[src/rtl/muldiv_unit_if.sv]
// Request/result bundle between the execute stage and the iterative multiply/divide unit.
interface muldiv_unit_if;
  localparam int unsigned XLEN = 32;

  logic            start;
  logic [XLEN-1:0] operand_a;
  logic [XLEN-1:0] operand_b;
  logic [2:0]      md_opcode;
  logic            busy;
  logic            done;
  logic [XLEN-1:0] md_result;
  logic            zero_flag;

  modport master (
    output start, operand_a, operand_b, md_opcode,
    input  busy, done, md_result, zero_flag
  );

  modport slave (
    input  start, operand_a, operand_b, md_opcode,
    output busy, done, md_result, zero_flag
  );
endinterface

[src/rtl/muldiv_unit.sv]
// Iterative RV32M multiply/divide: shift-add multiply and restoring divide on magnitudes,
// one bit per cycle, with sign fix-up and single-cycle handling of divide special cases.
module muldiv_unit (
  input  logic         clk,
  input  logic         rst_n,
  muldiv_unit_if.slave bus
);
  localparam int unsigned XLEN = 32;
  localparam int unsigned PW   = 2 * XLEN;
  localparam int unsigned CW   = 5;

  typedef enum logic [1:0] {S_IDLE, S_CALC, S_FIX, S_DONE} state_e;

  state_e          state_q, state_d;
  logic [CW-1:0]   cnt_q, cnt_d;
  logic [2:0]      op_q, op_d;
  logic            neg_q, neg_d;
  logic [XLEN-1:0] a_q, a_d;
  logic [XLEN-1:0] b_q, b_d;
  logic [XLEN-1:0] rem_q, rem_d;
  logic [XLEN-1:0] res_q, res_d;
  logic [PW-1:0]   acc_q, acc_d;
  logic            busy_q, busy_d;
  logic            done_q, done_d;

  logic            is_div, sgn_a, sgn_b, div_zero, div_ovf;
  logic [XLEN-1:0] a_mag, b_mag, quo, rmd;
  logic [XLEN:0]   mul_sum, rem_shift, rem_trial;
  logic [PW-1:0]   prod;

  always_comb begin
    state_d = state_q;
    cnt_d   = cnt_q;
    op_d    = op_q;
    neg_d   = neg_q;
    a_d     = a_q;
    b_d     = b_q;
    rem_d   = rem_q;
    res_d   = res_q;
    acc_d   = acc_q;

    is_div   = bus.md_opcode[2];
    sgn_a    = (bus.md_opcode inside {3'b001, 3'b010, 3'b100, 3'b110}) && bus.operand_a[XLEN-1];
    sgn_b    = (bus.md_opcode inside {3'b001, 3'b100, 3'b110}) && bus.operand_b[XLEN-1];
    a_mag    = sgn_a ? XLEN'(-bus.operand_a) : bus.operand_a;
    b_mag    = sgn_b ? XLEN'(-bus.operand_b) : bus.operand_b;
    div_zero = is_div && (bus.operand_b == '0);
    div_ovf  = is_div && !bus.md_opcode[0] && (bus.operand_a == {1'b1, {(XLEN-1){1'b0}}})
               && (bus.operand_b == '1);

    // Multiplier sits in the low half of acc and is consumed LSB first.
    mul_sum   = {1'b0, acc_q[PW-1:XLEN]} + (acc_q[0] ? {1'b0, a_q} : '0);
    // Dividend shifts out of a_q MSB first while quotient bits shift in at the bottom.
    rem_shift = {rem_q, a_q[XLEN-1]};
    rem_trial = rem_shift - {1'b0, b_q};

    prod = neg_q ? PW'(-acc_q) : acc_q;
    quo  = neg_q ? XLEN'(-a_q) : a_q;
    rmd  = neg_q ? XLEN'(-rem_q) : rem_q;

    case (state_q)
      S_IDLE: begin
        if (bus.start) begin
          op_d  = bus.md_opcode;
          cnt_d = '0;
          a_d   = a_mag;
          b_d   = b_mag;
          rem_d = '0;
          acc_d = {{XLEN{1'b0}}, b_mag};
          neg_d = (bus.md_opcode == 3'b110) ? sgn_a : (sgn_a ^ sgn_b);
          if (div_zero) begin
            res_d   = bus.md_opcode[1] ? bus.operand_a : '1;
            state_d = S_DONE;
          end else if (div_ovf) begin
            res_d   = bus.md_opcode[1] ? '0 : {1'b1, {(XLEN-1){1'b0}}};
            state_d = S_DONE;
          end else begin
            state_d = S_CALC;
          end
        end
      end
      S_CALC: begin
        cnt_d = CW'(cnt_q + CW'(1));
        if (op_q[2]) begin
          if (!rem_trial[XLEN]) begin
            rem_d = rem_trial[XLEN-1:0];
            a_d   = {a_q[XLEN-2:0], 1'b1};
          end else begin
            rem_d = rem_shift[XLEN-1:0];
            a_d   = {a_q[XLEN-2:0], 1'b0};
          end
        end else begin
          acc_d = {mul_sum, acc_q[XLEN-1:1]};
        end
        if (cnt_q == CW'(XLEN - 1)) state_d = S_FIX;
      end
      S_FIX: begin
        state_d = S_DONE;
        case (op_q)
          3'b000:                 res_d = prod[XLEN-1:0];
          3'b001, 3'b010, 3'b011: res_d = prod[PW-1:XLEN];
          3'b100, 3'b101:         res_d = quo;
          default:                res_d = rmd;
        endcase
      end
      S_DONE:  state_d = S_IDLE;
      default: state_d = S_IDLE;
    endcase

    busy_d = (state_d != S_IDLE);
    done_d = (state_d == S_DONE);
  end

  always_ff @(posedge clk or negedge rst_n) begin
    if (!rst_n) begin
      state_q <= S_IDLE;
      cnt_q   <= '0;
      op_q    <= '0;
      neg_q   <= 1'b0;
      a_q     <= '0;
      b_q     <= '0;
      rem_q   <= '0;
      res_q   <= '0;
      acc_q   <= '0;
      busy_q  <= 1'b0;
      done_q  <= 1'b0;
    end else begin
      state_q <= state_d;
      cnt_q   <= cnt_d;
      op_q    <= op_d;
      neg_q   <= neg_d;
      a_q     <= a_d;
      b_q     <= b_d;
      rem_q   <= rem_d;
      res_q   <= res_d;
      acc_q   <= acc_d;
      busy_q  <= busy_d;
      done_q  <= done_d;
    end
  end

  assign bus.busy      = busy_q;
  assign bus.done      = done_q;
  assign bus.md_result = res_q;
  assign bus.zero_flag = (res_q == '0);
endmodule
[src/flat_wrapper.sv]
// flat-port wrapper written by rule: the top's interface ports become plain ports
module muldiv_unit_flat 
  (clk, rst_n, bus_start, bus_operand_a, bus_operand_b, bus_md_opcode, bus_busy, bus_done, bus_md_result, bus_zero_flag);
  muldiv_unit_if bus_i ();
  input  logic clk;
  input  logic rst_n;
  input wire logic [$bits(bus_i.start)-1:0] bus_start;
  input wire logic [$bits(bus_i.operand_a)-1:0] bus_operand_a;
  input wire logic [$bits(bus_i.operand_b)-1:0] bus_operand_b;
  input wire logic [$bits(bus_i.md_opcode)-1:0] bus_md_opcode;
  output wire logic [$bits(bus_i.busy)-1:0] bus_busy;
  output wire logic [$bits(bus_i.done)-1:0] bus_done;
  output wire logic [$bits(bus_i.md_result)-1:0] bus_md_result;
  output wire logic [$bits(bus_i.zero_flag)-1:0] bus_zero_flag;
  assign bus_i.start = bus_start;
  assign bus_i.operand_a = bus_operand_a;
  assign bus_i.operand_b = bus_operand_b;
  assign bus_i.md_opcode = bus_md_opcode;
  assign bus_busy = bus_i.busy;
  assign bus_done = bus_i.done;
  assign bus_md_result = bus_i.md_result;
  assign bus_zero_flag = bus_i.zero_flag;
  muldiv_unit u_core (.clk(clk), .rst_n(rst_n), .bus(bus_i));
endmodule
[config.mk]
export PLATFORM = sky130hd
export DESIGN_NAME = muldiv_unit_flat
export DESIGN_NICKNAME = d
export VERILOG_FILES = /design/src/rtl/muldiv_unit_if.sv /design/src/rtl/muldiv_unit.sv /design/src/flat_wrapper.sv
export SDC_FILE = /design/constraint.sdc
export NUM_CORES = 1
export LEC_CHECK = 0
export CORE_MARGIN = 2
export CORE_UTILIZATION = 40
export CTS_CLUSTER_DIAMETER = 200
export DETAILED_ROUTE_END_ITERATION = 8
export PLACE_DENSITY = 0.54
export RECOVER_POWER = 100
export SLEW_MARGIN = 15
export SYNTH_ARGS = -nofsm -noshare
export SYNTH_HDL_FRONTEND = slang
export SYNTH_SLANG_ARGS = --single-unit
[constraint.sdc]
create_clock -name clk -period 4.6 [get_ports clk]
set_clock_uncertainty 0.1 [all_clocks]
set_input_delay 0.92 -clock clk [delete_from_list [all_inputs] [get_ports clk]]
set_output_delay 0.92 -clock clk [all_outputs]
set_load 0.02 [all_outputs]
======== Yosys cells after proc, flatten, opt, wreduce, memory -nomap -nowiden ========
Cells that the tools add are included.
operators by class
  add/sub/neg operators ................... 8
  eq/ne operators ......................... 20
  multiplexer cells ....................... 32
  bitwise operators ....................... 1
  reduce and logical (&&, ||, !) cells .... 23
operators by type and width
  operator                                                                count
  32-bit two-way mux                                                      15
  64-bit two-way mux                                                      3
  32-bit case mux with 2 select lines                                     3
  32-bit negator                                                          4
  64-bit case mux with 2 select lines                                     1
  32-bit case mux with 3 select lines                                     1
  32-bit equality test (second input constant)                            2
  32-bit zero test                                                        2
  64-bit negator                                                          1
  32-bit by 33-bit adder with 33-bit output                               1
  33-bit by 32-bit subtractor with 33-bit output                          1
  3-bit equality test (second input constant)                             4
  5-bit case mux with 2 select lines                                      1
  3-bit by 2-bit equality test with 1-bit output (second input constant)  3
  3-bit AND reduction                                                     3
  2-bit two-way mux                                                       4
  2-bit case mux with 4 select lines                                      1
  2-bit equality test (second input constant)                             3
  3-bit by 1-bit equality test with 1-bit output (second input constant)  2
  1-bit logical AND                                                       6
  2-bit nonzero test                                                      3
  5-bit by 1-bit adder with 5-bit output (second input constant)          1
  5-bit equality test (second input constant)                             1
  5-bit two-way mux                                                       1
  14 further kinds                                                        17
word-level totals
  flip-flop bits (word level) ............. 205
  output and inout port bits .............. 35
  logic and storage cells ................. 95

======== Depth between registers and ports, before layout ========
Gate-level depths: netlist of the first run.
  word-level depth ........................ 9
  mapped depth ............................ 14
  depth with buffers taken out ............ 14

======== Least setup slack after synthesis of the first run ========
Ideal clock, no wire load.
  kind .................................... input to register
  from .................................... input bus_operand_a[2]
  to ...................................... register u_core.res_q[18] (netlist: u_core.bus.md_result[18])
  data arrival time ....................... 3.155 ns
  slack ................................... 1.207 ns
  stages .................................. 8
  buffers on the path ..................... 0
  path through ............................ nor4_1 > nand4b_1 > nor4_2 > nand2_1 > o21ai_1 > a21oi_1 > a221oi_1 > o211ai_1
between the ends
  word-level cells in the longest chain between the ends .. 5
RTL lines
  what                                                        line                source
  start, declared                                             flat_wrapper.sv:8   input wire logic [$bits(bus_i.operand_a)-1:0] bus_operand_a;
  32-bit equality test                                        muldiv_unit.sv:48   div_ovf = is_div && !bus.md_opcode[0] && (bus.operand_a == {1'b1, {(XLEN-1){1'b0}}})
  1-bit logical AND                                           muldiv_unit.sv:48
  1-bit logical AND                                           muldiv_unit.sv:49   && (bus.operand_b == '1);
  3-bit by 1-bit inequality test with 1-bit output (no line)  n/a
  3-bit AND reduction (no line)                               n/a
  end signal, assigned                                        muldiv_unit.sv:135  res_q <= res_d;
  end, declared                                               muldiv_unit.sv:21   logic [XLEN-1:0] res_q, res_d;
Every way passes these cells.
A chain may end at the register's enable or synchronous reset.

======== Worst setup path in the final report of the first run ========
  from .................................... input bus_operand_b[6]
  to ...................................... register u_core.res_q[11] (netlist: u_core.bus.md_result[11])
between the ends
  word-level cells in the longest chain between the ends .. 5
  elaborated cells between the ends (all ways) .. 9
RTL lines
  what                                 line               source
  start, declared                      flat_wrapper.sv:9  input wire logic [$bits(bus_i.operand_b)-1:0] bus_operand_b;
  32-bit zero test                     muldiv_unit.sv:47  div_zero = is_div && (bus.operand_b == '0);
  1-bit logical AND                    muldiv_unit.sv:47
  32-bit two-way mux                   muldiv_unit.sv:71  if (div_zero) begin
  32-bit two-way mux                   muldiv_unit.sv:63  if (bus.start) begin
  32-bit case mux with 2 select lines  muldiv_unit.sv:61  case (state_q)
Several ways; a longest one is shown, not always the timed one. The select of a mux whose other input is x is not followed.

==> results of run 1 <==
==> synth_stat cells, types with 40 or more instances <==
library cell and n:
xnor2_1 122, nor3_1 43, xor2_1 108, o21ai_0 293
a21oi_1 170, dfrtp_1 205, nand2_1 307, ha_1 72
o31ai_1 40, nor2_1 152, inv_1 62, clkbuf_1 108
==> stage by stage <==
step	power (mW)	hold slack [ns]
4_1_cts	14.8	0.346
3_5_place_dp	12.5	0.375
2_1_floorplan	9.54	0.350
6_report	14.9	0.389
3_3_place_gp	12.4	0.366
5_1_grt	15.9	0.407
==> cells by family after synthesis <==
kind of cell / Yosys count / share of synthesized area (%)
adders and majority gates: 74 / 5.52
muxes: 34 / 2.07
and+or+nand+nor: 769 / 21.5
buffers and inverters: 182 / 4.05
AOI/OAI and AO/OA: 707 / 24.9
DFF: 205 / 30.1
xor gates and xnor gates: 230 / 11.8
==> worst reg2reg max path, delay by kind of cell (launching register included) <==
kind	cells	cell delay, ns
AND/OR/NAND/NOR	5	2.26
AO/OA/AOI/OAI	3	0.78
flip-flops	1	0.45
XOR/XNOR	1	0.18
==> worst max path at each step <==
stage                                 startpoint                              endpoint  slack (ns)  cells after the start
floorplan                       bus_operand_a[2]  u_core.bus.md_result[18]$_DFFE_PN0P_        1.21                      8
global placement               bus_operand_b[31]   u_core.bus.md_result[0]$_DFFE_PN0P_        0.15                      8
detailed placement             bus_operand_a[18]  u_core.bus.md_result[17]$_DFFE_PN0P_        0.41                      9
CTS                 u_core.acc_q[33]$_DFFE_PN0P_  u_core.bus.md_result[28]$_DFFE_PN0P_        0.75                      9
global route                   bus_operand_b[18]  u_core.bus.md_result[11]$_DFFE_PN0P_        0.26                     11
finish                          bus_operand_b[6]  u_core.bus.md_result[11]$_DFFE_PN0P_        0.52                     10
==> flip-flops by register name, indices dropped and copies added (netlist names) <==
register / flops
u_core.acc_q: 64
u_core.a_q: 32
u_core.b_q: 32
u_core.bus.md_result: 32
u_core.rem_q: 32
u_core.cnt_q: 5
u_core.op_q: 3
u_core.state_q: 2
u_core.bus.busy: 1
u_core.bus.done: 1
u_core.neg_q: 1
==> area by class of cell <==
type	instances	area, sq um	area share [%]
clock buffer	40	817	4.18
inverter	62	233	1.19
tap	539	674	3.45
sequential	205	5130	26.3
multi-input combinational	1814	11200	57.5
timing repair buffer	151	1360	6.97
antenna	2	5.00	0.0256
clock inverter	11	88.8	0.454
==> power by group through the flow <==
stage / registers (mW) / logic (mW) / clock network, mW
after detailed placement: 3.78 / 8.76 / 0
after CTS: 3.75 / 8.79 / 2.21
after floorplan: 3.21 / 6.32 / 0
after global routing: 3.88 / 9.71 / 2.29
final: 3.80 / 8.88 / 2.18
after global placement: 3.76 / 8.69 / 0
==> metal layers <==
layer | vias up | wire length (um) | track usage, %
li1 | 8016 | - | -
met1 | 8230 | 32200 | 44.5
met2 | 612 | 27700 | 43.8
met3 | 97 | 5370 | 6.08
met4 | 2 | 1710 | 7.29
met5 | - | 11 | 0
==> run_summary.xml, run 1 <==
<?xml version="1.0" encoding="UTF-8"?>
<metrics>
  <group name="synthesis">
    <metric name="postSynthRegisterBits" unit="">205</metric>
    <metric name="synth_top_cells_by_area" unit="">dfrtp_1 30%, o21ai_0 8.6%, nand2_1 6.8%, xnor2_1 6.3%, xor2_1 5.5%</metric>
    <metric name="number_of_warnings_reported_in_the_yosys_synthesis_log" unit="">0</metric>
    <metric name="yosysUniqueCellTypes" unit="">76</metric>
    <metric name="mappedNetlistArea" unit="sq mm">0.0171</metric>
    <metric name="synth_largest_area_cell" unit="">dfrtp_1</metric>
    <metric name="synthDominantCellAreaShare" unit="%">30.1</metric>
    <metric name="synth-main-ff-cell" unit="">dfrtp_1</metric>
    <metric name="ys_seq_area_share" unit="%">30.1</metric>
    <metric name="count_of_flip_flops_with_a_built_in_enable_after_synthesis" unit="">0</metric>
    <metric name="async_reset_ff_share" unit="%">100</metric>
    <metric name="syn-mean-instance-area" unit="sq um">7.75</metric>
    <metric name="mapped_nets" unit="">2345</metric>
    <metric name="synth_cells" unit="">2201</metric>
  </group>
  <group name="placement">
    <metric name="place_area" unit="sq mm">0.0187</metric>
    <metric name="worst_setup_slack_after_placement" unit="ns">0.407</metric>
    <metric name="global_placer_s_final_weighted_congestion" unit="">0.985</metric>
    <metric name="io_buffer_count" unit="">104</metric>
    <metric name="detailed_place_hpwl" unit="um">52200</metric>
    <metric name="place_inst" unit="">2771</metric>
  </group>
  <group name="timing">
    <metric name="finalHoldViolCount" unit="">0</metric>
    <metric name="report.final.setup_viol" unit="">0</metric>
    <metric name="timing.final.crit_period" unit="ns">4.08</metric>
    <metric name="setup_repair_after_global_routing_missed_its_margin" unit="">false</metric>
    <metric name="final.setup.worst_slack" unit="ns">0.515</metric>
    <metric name="slew_viols_final" unit="">209</metric>
    <metric name="tns" unit="ns">0</metric>
    <metric name="final_min_period_over_clock_period" unit="%">88.8</metric>
    <metric name="max_clock_freq" unit="GHz">0.245</metric>
    <metric name="worst-slew-pin-transition" unit="ns">2.80</metric>
    <metric name="worst_slew_margin_rel" unit="%">-87.0</metric>
  </group>
  <group name="floorplanning">
    <metric name="dieHeight" unit="um">211</metric>
    <metric name="boundaryPins" unit="">105</metric>
    <metric name="die-area" unit="sq mm">0.0443</metric>
    <metric name="core_region_area" unit="sq mm">0.0420</metric>
    <metric name="rows" unit="">75</metric>
    <metric name="start_util" unit="%">40.6</metric>
    <metric name="floorplan_die_width" unit="um">211</metric>
  </group>
  <group name="finish">
    <metric name="final_nets" unit="">2406</metric>
    <metric name="final_common_cell" unit="">nand2_1</metric>
    <metric name="layout_common_cells" unit="">307 x nand2_1, 294 x o21ai_0, 204 x dfrtp_1</metric>
    <metric name="final_cell_area" unit="sq mm">0.0196</metric>
    <metric name="n_fill_cell" unit="">4268</metric>
    <metric name="post_layout_nonfiller_instances" unit="">2824</metric>
    <metric name="fin_util" unit="%">46.5</metric>
    <metric name="ratio_of_cells_with_drive_above_1_in_the_final_layout" unit="%">4.69</metric>
    <metric name="syn_to_final_growth" unit="%">14.6</metric>
  </group>
  <group name="pwr">
    <metric name="ir_drop" unit="mV">0.416</metric>
    <metric name="comb_power_share" unit="%">59.8</metric>
    <metric name="power_frac_seq" unit="%">25.6</metric>
    <metric name="switching_power" unit="mW">7.64</metric>
    <metric name="power.internal" unit="mW">7.21</metric>
    <metric name="pwr-share-clk" unit="%">14.7</metric>
    <metric name="power.static_leakage" unit="nW">7.93</metric>
    <metric name="power_switching_share" unit="%">51.4</metric>
    <metric name="pwr_density_cell" unit="mW/mm^2">760</metric>
  </group>
  <group name="run_status">
    <metric name="status" unit="">complete, but fails checks</metric>
    <metric name="violations" unit="">capacitance limit, slew limit</metric>
  </group>
  <group name="setup_path">
    <metric name="r2r_start" unit="">u_core.acc_q[33]$_DFFE_PN0P_</metric>
    <metric name="path_class" unit="">in2reg</metric>
    <metric name="critical_path_required" unit="ns">4.96</metric>
    <metric name="worstRegToRegCells" unit="">9</metric>
    <metric name="critical_path.reg2reg.endpoint" unit="">u_core.bus.md_result[28]$_DFFE_PN0P_</metric>
    <metric name="critical_path_arrival" unit="ns">4.44</metric>
    <metric name="critical_path.max_fanout" unit="">13</metric>
    <metric name="start_kind" unit="">primary input</metric>
    <metric name="worstPathBufferInverterCount" unit="">3</metric>
    <metric name="crit_slowest_cell" unit="">dlygate4sd3_1</metric>
    <metric name="ordered_cell_list_for_the_critical_path" unit="">dlygate4sd3_1 &gt; nor4_1 &gt; and3_1 &gt; nand4_1 &gt; nand3b_1 &gt; buf_4 &gt; nor2_1 &gt; clkbuf_1 &gt; o21ai_0 &gt; a311oi_1</metric>
    <metric name="endpoint_kind" unit="">register</metric>
    <metric name="cp_top_family" unit="">simple AND/OR/NAND/NOR gates</metric>
    <metric name="max_stage_delay" unit="ns">0.62</metric>
    <metric name="reg2reg_setup_slack" unit="ns">0.67</metric>
  </group>
  <group name="global_route">
    <metric name="grt_pass1_vias" unit="">15700</metric>
    <metric name="maximum_number_of_pins_on_one_net_before_global_route_repair" unit="">98</metric>
    <metric name="grt_antenna_before_repair" unit="">2</metric>
    <metric name="grt_pass1_wl" unit="um">99900</metric>
    <metric name="global_routing_usage_summed_across_all_routing_layers" unit="%">29.8</metric>
    <metric name="grt_overflow_total" unit="">0</metric>
  </group>
  <group name="clock_tree">
    <metric name="cts.reportedPaths.clkPinSlew" unit="ns">0.06</metric>
    <metric name="worst_skew_pair.late_latency" unit="ns">0.57</metric>
    <metric name="number_of_buffers_inserted_for_hold_repair_after_clock_tree_synthesis" unit="">0</metric>
    <metric name="cts.repair_timing.setup_buffer_count" unit="">0</metric>
    <metric name="cts_tree" unit="">yes</metric>
    <metric name="cts_made_buffers" unit="">28</metric>
    <metric name="clockBufferDepth" unit="">3</metric>
    <metric name="clock_tree.htree_level_count" unit="">1</metric>
    <metric name="clockRootBuffer" unit="">clkbuf_16</metric>
    <metric name="numClockSinks" unit="">205</metric>
    <metric name="cts_resized" unit="">0</metric>
  </group>
  <group name="detailed_routing">
    <metric name="drt_iter0_markers" unit="">1756</metric>
    <metric name="mean_number_of_vias_per_cell" unit="">6.00</metric>
    <metric name="drt.antenna.violating_nets" unit="">0</metric>
    <metric name="post-route-drc-count" unit="">0</metric>
    <metric name="vias" unit="">17000</metric>
    <metric name="wl_per_cell" unit="um">23.7</metric>
    <metric name="drt-total-wl" unit="um">67000</metric>
    <metric name="initial_drt_pass_iterations" unit="">8</metric>
  </group>
  <group name="worst_hold_path">
    <metric name="worstHoldPathType" unit="">reg2reg</metric>
    <metric name="worst_hold_path.num_cells" unit="">2</metric>
    <metric name="min_from" unit="">u_core.b_q[5]$_DFFE_PN0P_</metric>
    <metric name="whs_endpoint" unit="">u_core.b_q[5]$_DFFE_PN0P_</metric>
  </group>
  <group name="job">
    <metric name="drv.max_cap_violation_count" unit="">3</metric>
  </group>
</metrics>
(Power assumes the default switching activity.)
==> run 2: changes to the inputs <==
--- a/config.mk
+++ b/config.mk
@@ -7,2 +7,3 @@
 export LEC_CHECK = 0
+export CORE_ASPECT_RATIO = 1.5
 export CORE_MARGIN = 2
==> constraint.sdc (replaced) <==
create_clock -name clk -period 4.6 [get_ports clk]
set_clock_uncertainty 0.1 [all_clocks]
set_input_delay 0.69 -clock clk [delete_from_list [all_inputs] [get_ports clk]]
set_output_delay 0.69 -clock clk [all_outputs]
set_load 0.02 [all_outputs]
==> run_summary.xml, run 2 (synthesis gave the netlist of run 1 again) <==
<?xml version="1.0" encoding="UTF-8"?>
<metrics>
  <group name="finish">
    <metric name="n_fill_cell" unit="">4281</metric>
    <metric name="regMostFlops" unit="">u_core.acc_q</metric>
    <metric name="final_nets" unit="">2400</metric>
    <metric name="largest_reg_flops" unit="">64</metric>
    <metric name="fin_util" unit="%">46.4</metric>
    <metric name="final_common_cell" unit="">nand2_1</metric>
    <metric name="layout_common_cells" unit="">307 x nand2_1, 293 x o21ai_0, 204 x dfrtp_1</metric>
    <metric name="syn_to_final_growth" unit="%">14.4</metric>
    <metric name="ratio_of_cells_with_drive_above_1_in_the_final_layout" unit="%">4.62</metric>
  </group>
  <group name="global_route">
    <metric name="global_routing_usage_summed_across_all_routing_layers" unit="%">30.1</metric>
    <metric name="grt_pass1_vias" unit="">16500</metric>
    <metric name="met2_grt_util" unit="%">53.7</metric>
    <metric name="globalRouteMet1Util" unit="%">33.0</metric>
    <metric name="maximum_number_of_pins_on_one_net_before_global_route_repair" unit="">97</metric>
    <metric name="grt_antenna_before_repair" unit="">1</metric>
    <metric name="grt_overflow_total" unit="">0</metric>
    <metric name="grt_pass1_wl" unit="um">102000</metric>
    <metric name="grt.busiest_layer" unit="">met2</metric>
    <metric name="met3_global_route_usage" unit="%">3.19</metric>
  </group>
  <group name="timing">
    <metric name="worst-slew-pin-transition" unit="ns">2.12</metric>
    <metric name="finalHoldViolCount" unit="">0</metric>
    <metric name="final_min_period_over_clock_period" unit="%">92.4</metric>
    <metric name="slew_viols_final" unit="">206</metric>
    <metric name="max_clock_freq" unit="GHz">0.235</metric>
    <metric name="report.final.setup_viol" unit="">0</metric>
    <metric name="setup_repair_after_global_routing_missed_its_margin" unit="">false</metric>
    <metric name="worst_slew_margin_rel" unit="%">-41.3</metric>
    <metric name="tns" unit="ns">0</metric>
    <metric name="timing.final.crit_period" unit="ns">4.25</metric>
  </group>
  <group name="setup_path">
    <metric name="start_kind" unit="">primary input</metric>
    <metric name="critPathMostFrequentCell" unit="">nand2_1</metric>
    <metric name="crit_slowest_cell" unit="">nor4_1</metric>
    <metric name="critical_path_required" unit="ns">4.93</metric>
    <metric name="path_depth" unit="">9</metric>
    <metric name="endpoint_kind" unit="">register</metric>
    <metric name="ordered_cell_list_for_the_critical_path" unit="">dlygate4sd3_1 &gt; or3_1 &gt; or4_1 &gt; nor4_1 &gt; nand2_1 &gt; o21ai_1 &gt; nand2_1 &gt; a211oi_1 &gt; a21oi_1</metric>
    <metric name="critical_path.max_fanout" unit="">15</metric>
    <metric name="worstPathBufferInverterCount" unit="">1</metric>
    <metric name="max_stage_delay" unit="ns">0.83</metric>
    <metric name="cp_top_family" unit="">simple AND/OR/NAND/NOR gates</metric>
    <metric name="path_class" unit="">in2reg</metric>
    <metric name="worstRegToRegCells" unit="">12</metric>
    <metric name="critical_path_arrival" unit="ns">4.58</metric>
  </group>
  <group name="clock_tree">
    <metric name="cts_resized" unit="">0</metric>
    <metric name="numClockSinks" unit="">205</metric>
    <metric name="number_of_buffers_inserted_for_hold_repair_after_clock_tree_synthesis" unit="">0</metric>
    <metric name="clock_tree.htree_level_count" unit="">1</metric>
    <metric name="clockBufferDepth" unit="">3</metric>
    <metric name="cts_made_buffers" unit="">25</metric>
    <metric name="clockRootBuffer" unit="">clkbuf_16</metric>
    <metric name="cts.reportedPaths.clkPinSlew" unit="ns">0.06</metric>
    <metric name="cts_tree" unit="">yes</metric>
    <metric name="worst_skew_pair.late_latency" unit="ns">0.57</metric>
    <metric name="cts.repair_timing.setup_buffer_count" unit="">0</metric>
  </group>
  <group name="pwr">
    <metric name="pwr_density_cell" unit="mW/mm^2">750</metric>
    <metric name="switching_power" unit="mW">7.44</metric>
    <metric name="power_frac_seq" unit="%">25.6</metric>
    <metric name="ir_drop" unit="mV">0.434</metric>
    <metric name="power_switching_share" unit="%">50.8</metric>
    <metric name="power.static_leakage" unit="nW">7.91</metric>
    <metric name="power.internal" unit="mW">7.19</metric>
    <metric name="comb_power_share" unit="%">59.5</metric>
    <metric name="pwr-share-clk" unit="%">14.8</metric>
  </group>
  <group name="detailed_routing">
    <metric name="drt.antenna.violating_nets" unit="">0</metric>
    <metric name="post-route-drc-count" unit="">0</metric>
    <metric name="drt_iter0_markers" unit="">1350</metric>
    <metric name="drt-total-wl" unit="um">67900</metric>
    <metric name="initial_drt_pass_iterations" unit="">8</metric>
    <metric name="mean_number_of_vias_per_cell" unit="">5.94</metric>
    <metric name="wl_per_cell" unit="um">23.9</metric>
    <metric name="vias" unit="">16800</metric>
  </group>
  <group name="floorplanning">
    <metric name="dieHeight" unit="um">257</metric>
    <metric name="rows" unit="">92</metric>
    <metric name="floorplan_die_width" unit="um">173</metric>
    <metric name="boundaryPins" unit="">105</metric>
    <metric name="core_region_area" unit="sq mm">0.0420</metric>
    <metric name="start_util" unit="%">40.6</metric>
    <metric name="die-area" unit="sq mm">0.0443</metric>
  </group>
  <group name="placement">
    <metric name="io_buffer_count" unit="">104</metric>
    <metric name="global_placer_s_final_weighted_congestion" unit="">0.976</metric>
    <metric name="detailed_place_hpwl" unit="um">52900</metric>
  </group>
  <group name="job">
    <metric name="drv.max_cap_violation_count" unit="">3</metric>
  </group>
  <group name="run_status">
    <metric name="status" unit="">complete, but fails checks</metric>
    <metric name="violations" unit="">capacitance limit, slew limit</metric>
  </group>
  <group name="worst_hold_path">
    <metric name="worst_hold_path.num_cells" unit="">2</metric>
    <metric name="worstHoldPathType" unit="">reg2reg</metric>
  </group>
</metrics>
run 2: cell count changes in the layout (fill, tap and decap cells not counted), sizes merged:
cell,before,now
buf,32,33
clkinvlp,2,1
clkinv,8,4
diode,2,1
bufinv,1,3
clkbuf,56,47
inv,62,63
run 2: final timing paths:
kind,from,end,slack [ns]
max in group asynchronous,rst_n,u_core.neg_q$_DFFE_PN0P_,1.13
worst min register to register,u_core.b_q[5]$_DFFE_PN0P_,u_core.b_q[5]$_DFFE_PN0P_,0.38
worst min-delay path,u_core.b_q[5]$_DFFE_PN0P_,u_core.b_q[5]$_DFFE_PN0P_,0.38
min in group asynchronous,rst_n,u_core.a_q[10]$_DFFE_PN0P_,0.63
worst max register to register,u_core.b_q[0]$_DFFE_PN0P_,u_core.rem_q[1]$_DFFE_PN0P_,0.38
worst max-delay path,bus_operand_a[10],u_core.bus.md_result[5]$_DFFE_PN0P_,0.35
run 2: through the flow:
| stage | area [sq um] | setup WS, ns | hold WS, ns | cells | power (mW) |
|---|---|---|---|---|---|
| 3_3_place_gp | 18700 | 0.416 | 0.365 | 2793 | 12.3 |
| 4_1_cts | 19600 | 0.554 | 0.0357 | 2837 | 14.7 |
| 5_1_grt | 19500 | 0.156 | 0.401 | 2838 | 15.7 |
| 6_report | 19500 | 0.349 | 0.378 | 2838 | 14.6 |
| 2_1_floorplan | 17100 | 1.29 | 0.294 | 2201 | 9.54 |
| 3_5_place_dp | 18700 | 0.360 | 0.372 | 2793 | 12.4 |
run 2: metal layers:
layer | share of wire, % | vias to the layer above
met5 | 0 | -
met4 | 8.4 | 0
met3 | 4.5 | 211
met2 | 50 | 554
met1 | 37 | 8058
li1 | - | 8021
run 2: layout make-up:
| type | instances | area [sq um] | share of cell area (%) |
|---|---|---|---|
| Multi-Input combinational cell | 1814 | 11200 | 57.6 |
| Timing Repair Buffer | 148 | 1340 | 6.85 |
| Tap cell | 564 | 706 | 3.62 |
| Inverter | 62 | 233 | 1.19 |
| Sequential cell | 205 | 5130 | 26.3 |
| Clock buffer | 35 | 733 | 3.76 |
| Antenna cell | 1 | 2.50 | 0.0128 |
| Clock inverter | 9 | 138 | 0.705 |
run 2: worst min-delay path: stages, from the launching register on:
cell     delay (ns)
dfrtp_1        0.34
nand2_1        0.05
o21ai_0        0.06
run 2: power by group through the flow:
| stage | logic, mW | registers [mW] | clock network (mW) |
|---|---|---|---|
| after floorplan | 6.32 | 3.21 | 0 |
| after global placement | 8.58 | 3.74 | 0 |
| after detailed placement | 8.69 | 3.76 | 0 |
| after CTS | 8.73 | 3.73 | 2.20 |
| after global routing | 9.55 | 3.85 | 2.29 |
| final | 8.71 | 3.75 | 2.17 |
